`config.mk`:
```
export PLATFORM = sky130hd
export DESIGN_NAME = sync_gp_fifo
export DESIGN_NICKNAME = d
export VERILOG_FILES = /design/src/rtl/gp_fifo_pkg.sv /design/src/rtl/gp_fifo_mem.sv /design/src/rtl/sync_gp_fifo.sv
export SDC_FILE = /design/constraint.sdc
export NUM_CORES = 1
export LEC_CHECK = 0
export CAP_MARGIN = 0
export CORE_MARGIN = 4
export CORE_UTILIZATION = 52
export CTS_CLUSTER_DIAMETER = 40
export CTS_CLUSTER_SIZE = 30
export DETAILED_ROUTE_END_ITERATION = 10
export PLACE_DENSITY = 0.78
export SYNTH_ARGS = -nofsm -noshare
export SYNTH_HDL_FRONTEND = slang
export SYNTH_SLANG_ARGS = --single-unit
```
`constraint.sdc`:
```
create_clock -name clk -period 2.5 [get_ports clk]
set_input_delay 0.25 -clock clk [delete_from_list [all_inputs] [get_ports clk]]
set_output_delay 0.25 -clock clk [all_outputs]
set_load 0.02 [all_outputs]
```
`src/rtl/gp_fifo_pkg.sv`:
```
// gp_fifo_pkg: pointer wrap and occupancy threshold helpers shared by the sync and async FIFOs
package gp_fifo_pkg;
  function automatic int unsigned wrap_inc(input int unsigned ptr, input int unsigned max);
    return (ptr >= max) ? 32'd0 : ptr + 32'd1;
  endfunction
  function automatic logic thresh_hit(input int unsigned lvl, input int unsigned thr, input logic at_least);
    return at_least ? (lvl >= thr) : (lvl <= thr);
  endfunction
endpackage

```
`src/rtl/gp_fifo_mem.sv`:
```
// gp_fifo_mem: SLOTS x WIDTH register array with one write port and one asynchronous read port
module gp_fifo_mem #(
  parameter int SLOTS = 4,
  parameter int WIDTH = 8,
  parameter int AW = 2
) (
  input  logic             clk,
  input  logic             we,
  input  logic [AW-1:0]    waddr,
  input  logic [WIDTH-1:0] wdata,
  input  logic [AW-1:0]    raddr,
  output logic [WIDTH-1:0] rdata
);
  logic [WIDTH-1:0] mem_q [SLOTS];
  always_ff @(posedge clk) begin
    if (we) mem_q[waddr] <= wdata;
  end
  assign rdata = mem_q[raddr];
endmodule

```
`src/rtl/sync_gp_fifo.sv`:
```
// sync_gp_fifo: single-clock show-ahead FIFO of any depth with level, thresholds, flush and sticky error flags
module sync_gp_fifo
  import gp_fifo_pkg::*;
#(
  parameter int SLOTS    = 4,
  parameter int WIDTH    = 8,
  parameter int AF_LEVEL = SLOTS - 1,
  parameter int AE_LEVEL = 1
) (
  input  logic                       clk,
  input  logic                       rst,
  input  logic                       clear,
  input  logic                       wr_en,
  input  logic [WIDTH-1:0]           wr_data,
  output logic                       wr_full,
  output logic                       wr_almost_full,
  input  logic                       rd_en,
  output logic [WIDTH-1:0]           rd_data,
  output logic                       rd_empty,
  output logic                       rd_almost_empty,
  output logic [$clog2(SLOTS+1)-1:0] level,
  output logic                       overflow,
  output logic                       underflow
);
  localparam int PW = (SLOTS > 1) ? $clog2(SLOTS) : 1;
  localparam int LW = $clog2(SLOTS + 1);
  typedef logic [PW-1:0] ptr_t;
  typedef logic [LW-1:0] lvl_t;
  typedef logic [WIDTH-1:0] data_t;
`ifndef NO_ASSERTIONS
  if (SLOTS < 2) begin : g_bad_slots
    $error("sync_gp_fifo: SLOTS must be >= 2");
  end
  if (AF_LEVEL < 1 || AF_LEVEL > SLOTS) begin : g_bad_af
    $error("sync_gp_fifo: AF_LEVEL must be in 1..SLOTS");
  end
  if (AE_LEVEL < 0 || AE_LEVEL >= SLOTS) begin : g_bad_ae
    $error("sync_gp_fifo: AE_LEVEL must be in 0..SLOTS-1");
  end
`endif
  ptr_t  wr_ptr_q, wr_ptr_d, rd_ptr_q, rd_ptr_d;
  lvl_t  level_q, level_d;
  logic  overflow_q, overflow_d, underflow_q, underflow_d;
  logic  wr_acc, rd_acc;
  data_t mem_rdata;
  assign wr_full         = level_q == lvl_t'(SLOTS);
  assign rd_empty        = level_q == '0;
  assign wr_almost_full  = thresh_hit(32'(level_q), unsigned'(AF_LEVEL), 1'b1);
  assign rd_almost_empty = thresh_hit(32'(level_q), unsigned'(AE_LEVEL), 1'b0);
  assign wr_acc          = wr_en & (~wr_full | rd_en);
  assign rd_acc          = rd_en & ~rd_empty;
  assign level           = level_q;
  assign overflow        = overflow_q;
  assign underflow       = underflow_q;
  assign rd_data         = mem_rdata;
  always_comb begin
    wr_ptr_d    = wr_acc ? ptr_t'(wrap_inc(32'(wr_ptr_q), unsigned'(SLOTS - 1))) : wr_ptr_q;
    rd_ptr_d    = rd_acc ? ptr_t'(wrap_inc(32'(rd_ptr_q), unsigned'(SLOTS - 1))) : rd_ptr_q;
    level_d     = (wr_acc & ~rd_acc) ? level_q + lvl_t'(1) :
                  (rd_acc & ~wr_acc) ? level_q - lvl_t'(1) : level_q;
    overflow_d  = overflow_q | (wr_en & ~wr_acc);
    underflow_d = underflow_q | (rd_en & rd_empty);
  end
  always_ff @(posedge clk) begin
    if (rst || clear) begin
      wr_ptr_q    <= '0;
      rd_ptr_q    <= '0;
      level_q     <= '0;
      overflow_q  <= 1'b0;
      underflow_q <= 1'b0;
    end else begin
      wr_ptr_q    <= wr_ptr_d;
      rd_ptr_q    <= rd_ptr_d;
      level_q     <= level_d;
      overflow_q  <= overflow_d;
      underflow_q <= underflow_d;
    end
  end
  gp_fifo_mem #(.SLOTS(SLOTS), .WIDTH(WIDTH), .AW(PW)) u_mem (
    .clk  (clk),
    .we   (wr_acc & ~rst & ~clear),
    .waddr(wr_ptr_q),
    .wdata(wr_data),
    .raddr(rd_ptr_q),
    .rdata(mem_rdata)
  );
endmodule

```
== After elaboration in Yosys (flattened, before gate mapping) ==
Memory sizes are Yosys's and may differ from the RTL's. A register that Yosys moved wholly into a read port is not among the register bits.
Cells that the tools add are included.
Widths: inputs -> output; s select.
Cells by class
  reduce and logical (&&, ||, !) cells: 3
  magnitude comparators: 4
  add/sub/neg operators: 4
  muxes and demuxes: 8
  equal/unequal tests: 1
  bitwise gates (word level): 17
Operators with widths (count)
  $and 1x1->1: 8
  $mux 2: 4
  $mux 3: 2
  $not 1->1: 6
  $add 2x1->2 const B: 2
  $ge 2x2->1 const B: 2
  $add 3x1->3 const B: 1
  $eq 3x3->1 const B: 1
  $ge 3x2->1 const B: 1
  $le 3x1->1 const B: 1
  $logic_not 3->1: 1
  $or 1x1->1: 3
  $sub 3x1->3 const B: 1
  $mux 1: 2
  $reduce_bool 2->1: 1
  $logic_or 1x1->1: 1
Storage, ports and cells
  word-level logic and storage cells: 43
  bits in writable memories: 32
  output and inout port bits: 17
  register bits: 9
  input bits: 13
  memories: 1
Memory list
  u_mem.mem_q: words 4, width 8, rd ports 1, clocked after memory_dff 1, wr ports 1, RTL line gp_fifo_mem.sv:14  | logic [WIDTH-1:0] mem_q [SLOTS];

== Depth between registers and ports, before layout ==
Gate-level depths: netlist of the first run.
  word-level depth: 8
  gate-level depth with buffers: 9
  gate-level depth less buffers: 8

== By module ==
Synthesis of the first run repeated with hierarchy kept, for this count alone.
Unflattened totals
  cells, all modules: 110
  area, all modules: 1715.4 µm²
Modules (own cells, without submodules)
  gp_fifo_mem: seq. area each 960.9 µm², cells each 46, instances 1, area each 1188.6 µm²
  sync_gp_fifo: seq. area each 180.2 µm², cells each 64, instances 1, area each 526.8 µm²

== Worst setup path before layout of the first run ==
OpenSTA, ideal clock, no wires.
  path type: register to register
  from: register level_q[0] (netlist: level[0])
  to: memory u_mem.mem_q[0][0], enable pin
  setup slack: 586 ps
  period minus slack after synthesis: 1914 ps
  required time: 2168 ps
  arrival time: 1582 ps
  stages on the path, launching flop included: 7
  setup time: 332 ps
  buffers on the path: 1
  cell sequence: dfxtp_1 inv_1 ha_1 nand3b_1 and2_1 buf_2 and3_1
Between the ends
  longest elaborated chain between the ends: 8
Ends and longest elaborated chain
  start: declaration: RTL line sync_gp_fifo.sv:42  | lvl_t level_q, level_d;
  start signal: assignment: RTL line sync_gp_fifo.sv:74  | level_q <= level_d;
  $eq 3x3->1: RTL line sync_gp_fifo.sv:46  | assign wr_full = level_q == lvl_t'(SLOTS);
  $not 1->1: RTL line sync_gp_fifo.sv:50  | assign wr_acc = wr_en & (~wr_full | rd_en);
  $or 1x1->1: RTL line sync_gp_fifo.sv:50
  $and 1x1->1: RTL line sync_gp_fifo.sv:50
  net wr_acc: RTL line sync_gp_fifo.sv:44  | logic wr_acc, rd_acc;
  $and 1x1->1 (2 in a row): RTL line sync_gp_fifo.sv:81  | .we (wr_acc & ~rst & ~clear),
  $mux 1: RTL line gp_fifo_mem.sv:16  | if (we) mem_q[waddr] <= wdata;
  $mux 1 (implied by the code): RTL line gp_fifo_mem.sv:16
  end: declaration: RTL line gp_fifo_mem.sv:14
The timed path passes the listed nets, and every way through them passes these cells.

==> run_results.csv, run 1 <==
group,metric,value,unit
status,status,"finished, final reports clean",
routing,routed_wl,3020,microns
floorplanning,core.rowCount,21,
logic_synthesis,yosysWarnings,0,
timing,whs,0.485,ns
timing,fin_crit,2.21,ns
floorplanning,dieWidth,66.8,microns
power,ir_worst_vdd,0.402,mV
placed_design,hpwl,2130,microns
finish,regArea,0.00118,sq mm
clocking,cts_root_buf,"clkbuf_4",
run,max_cap_violations,0,
logic_synthesis,synthTopCellsByArea,"edfxtp_1 53%, dfxtp_1 12%, mux4_2 10%",
logic_synthesis,synth-seq-cells,43,
logic_synthesis,async_flop_share,0,
clocking,path_clk_slew,0.11,ns
floorplanning,ios,30,
timing,setup_viol,0,
logic_synthesis,ys.flop_type,"edfxtp_1",
clocking,postCtsSetupBuffers,0,
timing,hold_violations,0,
timing,fmax,0.452,GHz
setup_path,r2r_setup_slack,0.42,ns
routing,ant_nets,0,
logic_synthesis,synth.avg_cell_area,15.5,sq um
timing,tns,0,ns
clocking,clk_latency,0.35,ns
setup_path,worstPathArrival,1.96,ns
setup_path,start_kind,"flop",
clocking,cts_tree,"done",
setup_path,crit_fanout,4,
finish,drive_gt1_frac,0.127,
setup_path,max_stage_delay,0.58,ns
power,p_per_area,637,mW/mm^2
routing,drt_iter0_drc,27,
logic_synthesis,synth_edf_count,32,
placed_design,place_congestion,0.755,
grt,grt_max_degree,14,
clocking,ctsResizeCount,0,
clocking,cts_hold_buffers,0,
grt,grt_util_all_layers,0.164,
finish,nets,173,
setup_path,critical_path.slowest_cell,"clkdlybuf4s50_1",
power,p_leak,0.778,nW
setup_path,cp.required,2.25,ns
timing,relSlewSlack,0.717,
power,finalPower,1.41,mW
floorplanning,core_area,0.00334,sq mm
logic_synthesis,seq_area_frac_synth,0.656,
timing,fin_crit_sh,0.885,
timing,slew_violations,0,
finish,n_antenna_cell,0,
timing,skew,0.00345,ns
finish,final_common_cell,"edfxtp_1",
setup_path,crit_chain,"buf_4 > mux4_2 > clkdlybuf4s50_1",
routing,viasPerCell,5.21,
placed_design,placedCellCount,188,
finish,layout_common_cells,"32 x edfxtp_1, 29 x clkdlybuf4s50_1, 11 x ha_1, 11 x dfxtp_1, 9 x nor2_1",
setup_path,cp-end-kind,"primary output",
logic_synthesis,netlist.top_cell.by_area,"edfxtp_1",
finish,multi_input_area,561,sq um
routing,wl_per_cell,15.4,microns
routing,drc,0,
placed_design,port_buffers,29,
setup_path,worstSetupPathType,"reg2out",
finish,num-fill-cells,262,
clocking,clockBufferDepth,2,
finish,fin_cells,196,
timing,worst_pin_slew,0.424,ns
grt,antenna_found_initial,0,
logic_synthesis,syn-num-nets,140,
floorplanning,design.die.area,0.00447,sq mm
routing,dr.pass1.iters,4,
clocking,cts_sinks,43,
floorplanning,die_h,66.8,microns
floorplanning,start_util,0.540,
clocking,numCtsBuffers,5,
logic_synthesis,syn_inst,116,
grt,grt_pass1_wl,5020,microns
routing,vias,1022,
finish,synthToLayoutAreaGrowth,22.7,%
grt,grt-ovfl-total,0,
logic_synthesis,synth_cell_type_count,30,
hold_path,hold_path.class,"reg2reg",
logic_synthesis,netlist_area,0.00180,sq mm
logic_synthesis,yosys.area.top_type_share,0.534,
clocking,htreeDepth,2,
grt,first_global_vias,997,
timing,rsz0062_at_grt,"no",
[cell usage after synthesis, types with 2 or more instances]
| master | instances |
|---|---|
| a21oi_1 | 5 |
| and3_1 | 4 |
| buf_2 | 2 |
| dfxtp_1 | 11 |
| edfxtp_1 | 32 |
| ha_1 | 11 |
| inv_1 | 7 |
| mux4_2 | 8 |
| nand2_1 | 2 |
| nand4_1 | 2 |
| nor2_1 | 9 |
| o21ai_0 | 4 |
| o31ai_1 | 2 |
[final cells by class]
cell class | instances | area share
clock buffer | 7 | 0.0204
clock inverter | 1 | 0.0136
inverter | 8 | 0.0136
multi-input combinational | 60 | 0.254
sequential | 43 | 0.535
tap | 46 | 0.0260
timing repair buffer | 31 | 0.138
[layer usage]
metal / track usage / vias up / wire (microns)
met3: 0.0641 / 5 / 153
met4: 0.0914 / 0 / 71
met5: 0 / - / 0
met1: 0.206 / 491 / 1340
met2: 0.239 / 28 / 1450
li1: - / 498 / -
[power by group]
| part | leakage, nW | switching (mW) | internal, mW |
|---|---|---|---|
| sequential | 0.378 | 0.0105 | 0.779 |
| clock | 0.0395 | 0.207 | 0.212 |
| combinational | 0.360 | 0.100 | 0.0994 |
| total | 0.778 | 0.318 | 1.09 |
[final timing paths]
path / startpoint / endpoint / cells after the start
hold / removal: underflow$_SDFF_PP0_ / underflow$_SDFF_PP0_ / 2
setup reg to reg: level[0]$_SDFFE_PP0P_ / u_mem.mem_q[3][3]$_DFFE_PP_ / 5
hold reg to reg: underflow$_SDFF_PP0_ / underflow$_SDFF_PP0_ / 2
setup / recovery: flop / rd_data[7] / 3
[worst max-delay path: cells and delay by family (launching register included)]
| family | cells | cell delay, ns |
|---|---|---|
| multiplexers | 1 | 0.51 |
| buffers and inverters | 2 | 0.74 |
| flip-flops | 1 | 0.36 |
[flip-flops by register name, indices dropped and copies added, names as in the netlist, named ones only]
register	flops
level	3
overflow	1
rd_ptr_q	2
u_mem.mem_q	32
underflow	1
wr_ptr_q	2
[metrics by stage]
| step | instance area (sq um) | util | setup slack, ns |
|---|---|---|---|
| after floorplan | 1800 | - | 0.586 |
| after CTS | 2210 | 0.662 | 0.227 |
| final | 2210 | 0.662 | 0.288 |
| after global routing | 2210 | 0.662 | 0.176 |
| after global placement | 2130 | 0.640 | 0.498 |
| after detailed placement | 2130 | 0.640 | 0.437 |
[logic make-up (layout without fill, tap and decap cells)]
family,Yosys count,count (layout),synth area share
buffers and inverters,13,47,0.0327
DFF,43,43,0.656
muxes,9,9,0.106
and+or+nand+nor,25,25,0.0771
xor gates and xnor gates,2,2,0.00973
AOI/OAI and AO/OA,13,13,0.0424
adders and majority gates,11,11,0.0764
(Power assumes the default switching activity.)
==> run 2, diff against run 1 <==
ABC_CLOCK_PERIOD_IN_PS = 2500   (was not set)
CELL_PAD_IN_SITES_DETAIL_PLACEMENT = 1   (was not set)
CELL_PAD_IN_SITES_GLOBAL_PLACEMENT = 1   (was not set)
CORE_UTILIZATION = 43   (was 52)
PLACE_DENSITY = not set   (was 0.78)
PLACE_DENSITY_LB_ADDON = 0.1   (was not set)
==> run_results.csv, run 2 (synthesis results as in run 1) <==
group,metric,value,unit
setup_path,reg2reg_depth,5,
placed_design,hpwl,2620,microns
timing,worst_slack,0.266,ns
grt,grt-ovfl-total,0,
finish,post-route-util,0.549,
grt,antenna_found_initial,0,
finish,regMostFlops,"u_mem.mem_q",
finish,synthToLayoutAreaGrowth,22.9,%
hold_path,hold_path.class,"reg2reg",
routing,wl_met2,1790,microns
setup_path,critPathTopFamily,"buffers and inverters",
grt,grt_util_all_layers,0.143,
setup_path,critical_path.slowest_cell,"clkdlybuf4s50_1",
hold_path,holdPathStages,2,
routing,vias,1021,
timing,fmax,0.448,GHz
clocking,clockBufferDepth,2,
finish,nets,172,
timing,relSlewSlack,0.707,
timing,tns,0,ns
timing,fin_crit_sh,0.893,
clocking,ctsResizeCount,0,
setup_path,path_depth,3,
placed_design,placedCellCount,191,
clocking,numCtsBuffers,5,
clocking,cts_hold_buffers,0,
routing,drt_iter0_drc,72,
routing,drc,0,
placed_design,place_congestion,0.723,
routing,ant_nets,0,
clocking,htreeDepth,2,
power,p_int,1.08,mW
setup_path,start_kind,"flop",
timing,skew,0.00496,ns
setup_path,path_buf_inv,2,
finish,drive_gt1_frac,0.114,
timing,hold_violations,0,
routing,top_layer_used,"met4",
power,pwr-share-comb,0.142,
power,switching_share,0.228,
finish,largest_reg_flops,32,
setup_path,r2r_setup_slack,0.43,ns
floorplanning,dieWidth,72.7,microns
timing,slew_violations,0,
floorplanning,start_util,0.447,
power,p_switching,0.318,mW
clocking,cts_sinks,43,
clocking,cts_tree,"done",
setup_path,cp-end-kind,"primary output",
routing,dr_wl_met3,152,microns
power,p_leak,0.772,nW
setup_path,worstPathArrival,1.98,ns
routing,met1_length,1340,microns
floorplanning,ios,30,
setup_path,worstSetupPathType,"reg2out",
clocking,postCtsSetupBuffers,0,
finish,layout_common_cells,"32 x edfxtp_1, 29 x clkdlybuf4s50_1, 11 x ha_1, 11 x dfxtp_1, 9 x nor2_1",
finish,fin_area,0.00221,sq mm
grt,first_global_vias,1151,
setup_path,crit_fanout,6,
placed_design,dpl_worst_slack,0.389,ns
floorplanning,core_area,0.00403,sq mm
finish,final_common_cell,"edfxtp_1",
timing,setup_viol,0,
floorplanning,core.rowCount,23,
power,p_per_area,630,mW/mm^2
routing,dr.pass1.iters,4,
grt,grt_max_degree,13,
run,max_cap_violations,0,
setup_path,crit_chain,"buf_4 > mux4_2 > clkdlybuf4s50_1",
power,p_seq_frac,0.567,
routing,wl_per_cell,16.7,microns
status,status,"finished, final reports clean",
timing,rsz0062_at_grt,"no",
placed_design,port_buffers,29,
power,ir_worst_vdd,0.253,mV
routing,routed_wl,3330,microns
setup_path,max_stage_delay,0.55,ns
timing,worst_pin_slew,0.439,ns
clocking,cts_root_buf,"clkbuf_8",
clocking,path_clk_slew,0.07,ns
grt,grt_pass1_wl,5600,microns
routing,viasPerCell,5.13,
floorplanning,design.die.area,0.00529,sq mm
placed_design,placed_cell_area,0.00213,sq mm
finish,fin_cells,199,
clocking,clk_latency,0.28,ns
floorplanning,die_h,72.7,microns
timing,fin_crit,2.23,ns
power,pwr-share-clk,0.291,
finish,n_antenna_cell,0,
setup_path,cp.required,2.25,ns
==> run 2: cell count changes in the layout (fill, tap and decap cells not counted), sizes merged <==
cell | previous run | this run
bufinv | 1 | 0
buf | 2 | 1
clkbuf | 7 | 8
==> run 2: worst reg2reg max path: stages (launching register included) <==
cell	delay, ns
dfxtp_1	0.41
inv_1	0.11
ha_1	0.28
nand3b_1	0.16
and2_1	0.28
and3_1	0.48
==> run 2: worst paths after layout <==
kind                         startpoint                     endpoint
setup / recovery                   flop                   rd_data[3]
hold / removal     underflow$_SDFF_PP0_         underflow$_SDFF_PP0_
setup reg to reg  level[0]$_SDFFE_PP0P_  u_mem.mem_q[0][6]$_DFFE_PP_
hold reg to reg    underflow$_SDFF_PP0_         underflow$_SDFF_PP0_
==> run 2: cell type report <==
cell class	count	area [sq um]
flip-flops and latches	43	1180
inverters	8	30.0
multi-input cells	60	561
repair buffers	30	298
well taps	50	62.6
fillers	408	1820
clock buffers	8	80.1
==> run 2: power groups by stage <==
stage               Sequential [mW]  Clock (mW)  Combinational, mW
global route                  0.794       0.457              0.217
global placement              0.806           0              0.198
detailed placement            0.808           0              0.201
CTS                           0.791       0.421              0.202
floorplan                     0.809           0              0.113
finish                        0.791       0.405              0.198
==> run 2: through the flow <==
| step | hold slack, ns | total power [mW] |
|---|---|---|
| 2_1_floorplan | 0.349 | 0.922 |
| 3_3_place_gp | 0.469 | 1.00 |
| 3_5_place_dp | 0.473 | 1.01 |
| 4_1_cts | 0.491 | 1.41 |
| 5_1_grt | 0.541 | 1.47 |
| 6_report | 0.476 | 1.39 |
==> run 2: per-layer routing <==
| metal | track usage | vias up |
|---|---|---|
| met5 | 0 | - |
| met4 | 0.0369 | 0 |
| met3 | 0.0468 | 6 |
| met2 | 0.268 | 24 |
| met1 | 0.154 | 500 |
| li1 | - | 491 |
==> patch 1, RTL diff (flow settings as in run 2) <==
`WIDTH` is set to 8 in 2 places; all go to 9.
--- a/src/rtl/gp_fifo_mem.sv
+++ b/src/rtl/gp_fifo_mem.sv
@@ -3,3 +3,3 @@
   parameter int SLOTS = 4,
-  parameter int WIDTH = 8,
+  parameter int WIDTH = 9,
   parameter int AW = 2
--- a/src/rtl/sync_gp_fifo.sv
+++ b/src/rtl/sync_gp_fifo.sv
@@ -5,3 +5,3 @@
   parameter int SLOTS    = 4,
-  parameter int WIDTH    = 8,
+  parameter int WIDTH    = 9,
   parameter int AF_LEVEL = SLOTS - 1,
Ports: changed (resized rd_data and wr_data); port bits go from 30 to 32. No check against the original RTL was run, so the function may have changed too.
==> patch 1 against run 2 <==
- synthesized area up 6.9%
- total power up 17%
- hold slack better by 28 ps
- sequential power up 9.4%
- final area up 8.1%
- die area up 6.1%
- worst setup slack better by 51 ps
- sequential cell count up 4
- routed wire length up 9.3%
- global-route usage up 0.43 points
- largest cell class unchanged
- largest power group unchanged
==> patch 1: results (changes against run 2) <==
| Metric | Value |
|---|---|
| Outcome | `finished, final reports clean` |
| Top cells by area, synth | `edfxtp_1, dfxtp_1, mux4_2` |
| Slew margin rel. | `69.0% (-1.7 points)` |
| Fin cells | `206 (+3.5%)` |
| Max FFs per register | `36 (+13%)` |
| GRT Overall Usage | `14.8% (+0.43 points)` |
| Reg2Reg Depth | `5 (unchanged)` |
| Synthesized Nets | `143 (+2.1%)` |
| Placed insts | `198 (+3.7%)` |
| Hold path depth | `2 (unchanged)` |
| Critical path arrival | `1930 ps (-50 ps)` |
| Vias per cell | `5.26 (+2.5%)` |
| CTS resizes | `0 (unchanged)` |
| Fillers | `426 (+4.4%)` |
| First-pass GRT wire length | `5.91 mm (+5.6%)` |
| Biggest register | `u_mem.mem_q` |
| Post-synthesis cell type count | `29 (-3.3%)` |
| Clock-pin slew on the worst setup and hold paths | `90 ps (+20 ps)` |
| Vias in the first global route | `1165 (+1.2%)` |
| Placed Instance Area | `2280 µm² (+6.9%)` |
| Leak | `0.000828 µW (+7.3%)` |
| Initial drt markers | `57 (-21%)` |
| Number of buffers added on ports | `31 (+6.9%)` |
| Nets | `177 (+2.9%)` |
| Routability cong. | `0.703 (-2.8%)` |
| Sequential cell area fraction in the yosys report | `67.6% (+2.0 points)` |
| Hold EP | `underflow` |
| Clock latency at the later pin of the worst-skew pair | `300 ps (+20 ps)` |
| Share of flip-flops with an asynchronous set or reset | `0% (unchanged)` |
| R2R Path End | `u_mem.mem_q[0][5]` |
| Routed length per instance | `17.6 µm (+5.6%)` |
| Initial antenna violation count | `0 (unchanged)` |
| Worst clock skew | `6.17 ps (+1.21 ps)` |
| Cells after Synth | `119 (+2.6%)` |
| Largest net degree at the start of global routing | `16 (+3)` |
| Yosys warns | `0 (unchanged)` |
| Peak supply drop | `0.504 mV (+99%)` |
| CP Max Fanout | `9 (+3)` |
| EDFF count, synth | `36 (+13%)` |
| Share of layout cells above drive strength 1 | `13.6% (+2.2 points)` |
| Commonest cells post-synth | `edfxtp_1, dfxtp_1, ha_1, nor2_1, mux4_2` |
| Hpwl dp | `2.71 mm (+3.3%)` |
patch 1: metrics by stage:
stage                     hold WS [ps]  total power (µW)  setup WS, ps
after floorplan                    349               999           603
after global placement             455              1080           450
after detailed placement           479              1090           358
after CTS                          504              1640           270
after global routing               537              1700           243
final                              504              1620           317
patch 1: how the worst max path moves through the flow:
stage	from	to	cells after the start
after floorplan	level[0]	u_mem.mem_q[0][0]	6
after global placement	rd_en	u_mem.mem_q[0][2]	4
after detailed placement	rd_en	u_mem.mem_q[3][2]	4
after CTS	register	rd_data[3]	3
after global routing	register	rd_data[3]	3
final	register	rd_data[3]	3
patch 1: cell families (layout without fill, tap and decap cells):
| logic type | count (synthesis) | after routing | synth area share, % |
|---|---|---|---|
| simple gates | 25 | 25 | 7.02 |
| xor+xnor | 2 | 2 | 0.910 |
| flops | 47 | 47 | 67.6 |
| buf+inv | 13 | 48 | 3.06 |
| mux | 10 | 10 | 11.1 |
| fa+ha+maj | 10 | 10 | 6.50 |
| compound gates | 12 | 12 | 3.84 |
patch 1: per-layer routing:
metal / vias up / share of wire, % / GRT usage, %
met2: 26 / 50 / 23.0
met1: 539 / 44 / 19.4
met3: 2 / 4.8 / 4.41
li1: 516 / - / -
met5: - / 0 / 0
met4: 0 / 0.83 / 5.93
patch 1: final cells by class:
class / instances / area, µm² / area share [%]
Multi-Input combinational cell: 59 / 564 / 23.6
Inverter: 8 / 30.0 / 1.26
Clock buffer: 5 / 68.8 / 2.88
Clock inverter: 3 / 43.8 / 1.83
Tap cell: 52 / 65.1 / 2.72
Sequential cell: 47 / 1300 / 54.4
Timing Repair Buffer: 32 / 318 / 13.3
patch 1: report_power, final:
part / switching (µW) / internal [µW]
sequential: 11.0 / 854
clock: 256 / 298
combinational: 106 / 100
patch 1: critical path, cell delays in order (launching register included):
cell and delay, ps:
dfxtp_1 320, buf_4 210, mux4_2 540, clkdlybuf4s50_1 560
==> patch 2, RTL diff (config.mk and constraints of run 2) <==
Made on the original files. Put one more register stage on the output `underflow`. The value now appears one clock later. The other outputs are not delayed to match.
--- a/src/rtl/sync_gp_fifo.sv
+++ b/src/rtl/sync_gp_fifo.sv
@@ -53,3 +53,5 @@
   assign overflow        = overflow_q;
-  assign underflow       = underflow_q;
+  always_ff @(posedge clk) begin
+    underflow <= underflow_q;
+  end
   assign rd_data         = mem_rdata;
Behaviour: not the same (Yosys sat finds a counterexample within 4 cycles, from zero or initial values).
==> patch 2 against run 2 <==
- routed wire length up 4.6%
- synthesized cell count rose by 0.86%
- synthesized area rose by 1.1%
- total power grew 2.7%
- final area is 1.1% higher
- worst setup slack improved by 39 ps
- sequential cell count increased by 1
- highest routed layer unchanged
==> patch 2: results (changes against run 2) <==
| Metric | Value |
|---|---|
| M3 GR Usage | `4.55% (-0.14 points)` |
| Post-Place Worst Slack | `371 ps (-18.3 ps)` |
| Hold_ws | `356 ps (-120 ps)` |
| Met2 Track Usage GR | `24.1% (-2.6 points)` |
| Share of layout cells above drive strength 1 | `12.0% (+0.59 points)` |
| Critical path arrival | `1940 ps (-40 ps)` |
| Outcome | `finished, final reports clean` |
| Switch Pwr | `344 µW (+8.0%)` |
| Initial drt markers | `41 (-43%)` |
| Routability cong. | `0.741 (+2.5%)` |
| GRT Overall Usage | `14.5% (+0.17 points)` |
| Syn_area_per_cell | `15.6 µm² (+0.25%)` |
| First-pass GRT wire length | `5.76 mm (+2.8%)` |
| Vias in the first global route | `1170 (+1.7%)` |
| CP Max Fanout | `7 (+1)` |
| Sequential cell area fraction in the yosys report | `66.0% (+0.38 points)` |
| Detailed Route WL | `3.48 mm (+4.6%)` |
| Power share of the clock group | `29.6% (+0.5 points)` |
| Hpwl dp | `2.58 mm (-1.8%)` |
| Seq. pwr | `807 µW (+2%)` |
| Top cells by area, synth | `edfxtp_1, dfxtp_1, mux4_2` |
| Synthesized Nets | `141 (+0.71%)` |
| Sw frac | `24.0% (+1.2 points)` |
| Reg-to-reg slack, setup | `380 ps (-50 ps)` |
| Largest net degree at the start of global routing | `14 (+1)` |
-- patch 2: worst paths after layout --
check,startpoint,cells past startpoint,to
setup / recovery,register,3,rd_data[0]
hold reg to reg,underflow_q,0,underflow
hold / removal,underflow_q,0,underflow
setup reg to reg,level[0],5,u_mem.mem_q[1][1]
-- patch 2: kinds of logic (layout without fill, tap and decap cells) --
logic type      count (synthesis)  count (layout)  share of synthesized area [%]
xor+xnor                        2               2                          0.962
buf+inv                        13              46                           3.23
mux                             9               9                           10.4
fa+ha+maj                      11              11                           7.56
simple gates                   25              25                           7.63
flops                          44              44                           66.0
compound gates                 13              13                           4.19
-- patch 2: metal layers --
metal / share of wire, % / vias to the layer above
li1: - / 499
met1: 44 / 533
met2: 51 / 19
met3: 4.3 / 2
met4: 0.49 / 0
met5: 0 / -
-- patch 2: layout make-up --
class                   count  area (µm²)
inverters                   8        30.0
clock buffers               6        72.6
flip-flops and latches     44        1200
clock inverters             2        11.3
multi-input cells          60         561
repair buffers             30         298
well taps                  50        62.6
fillers                   397        1820
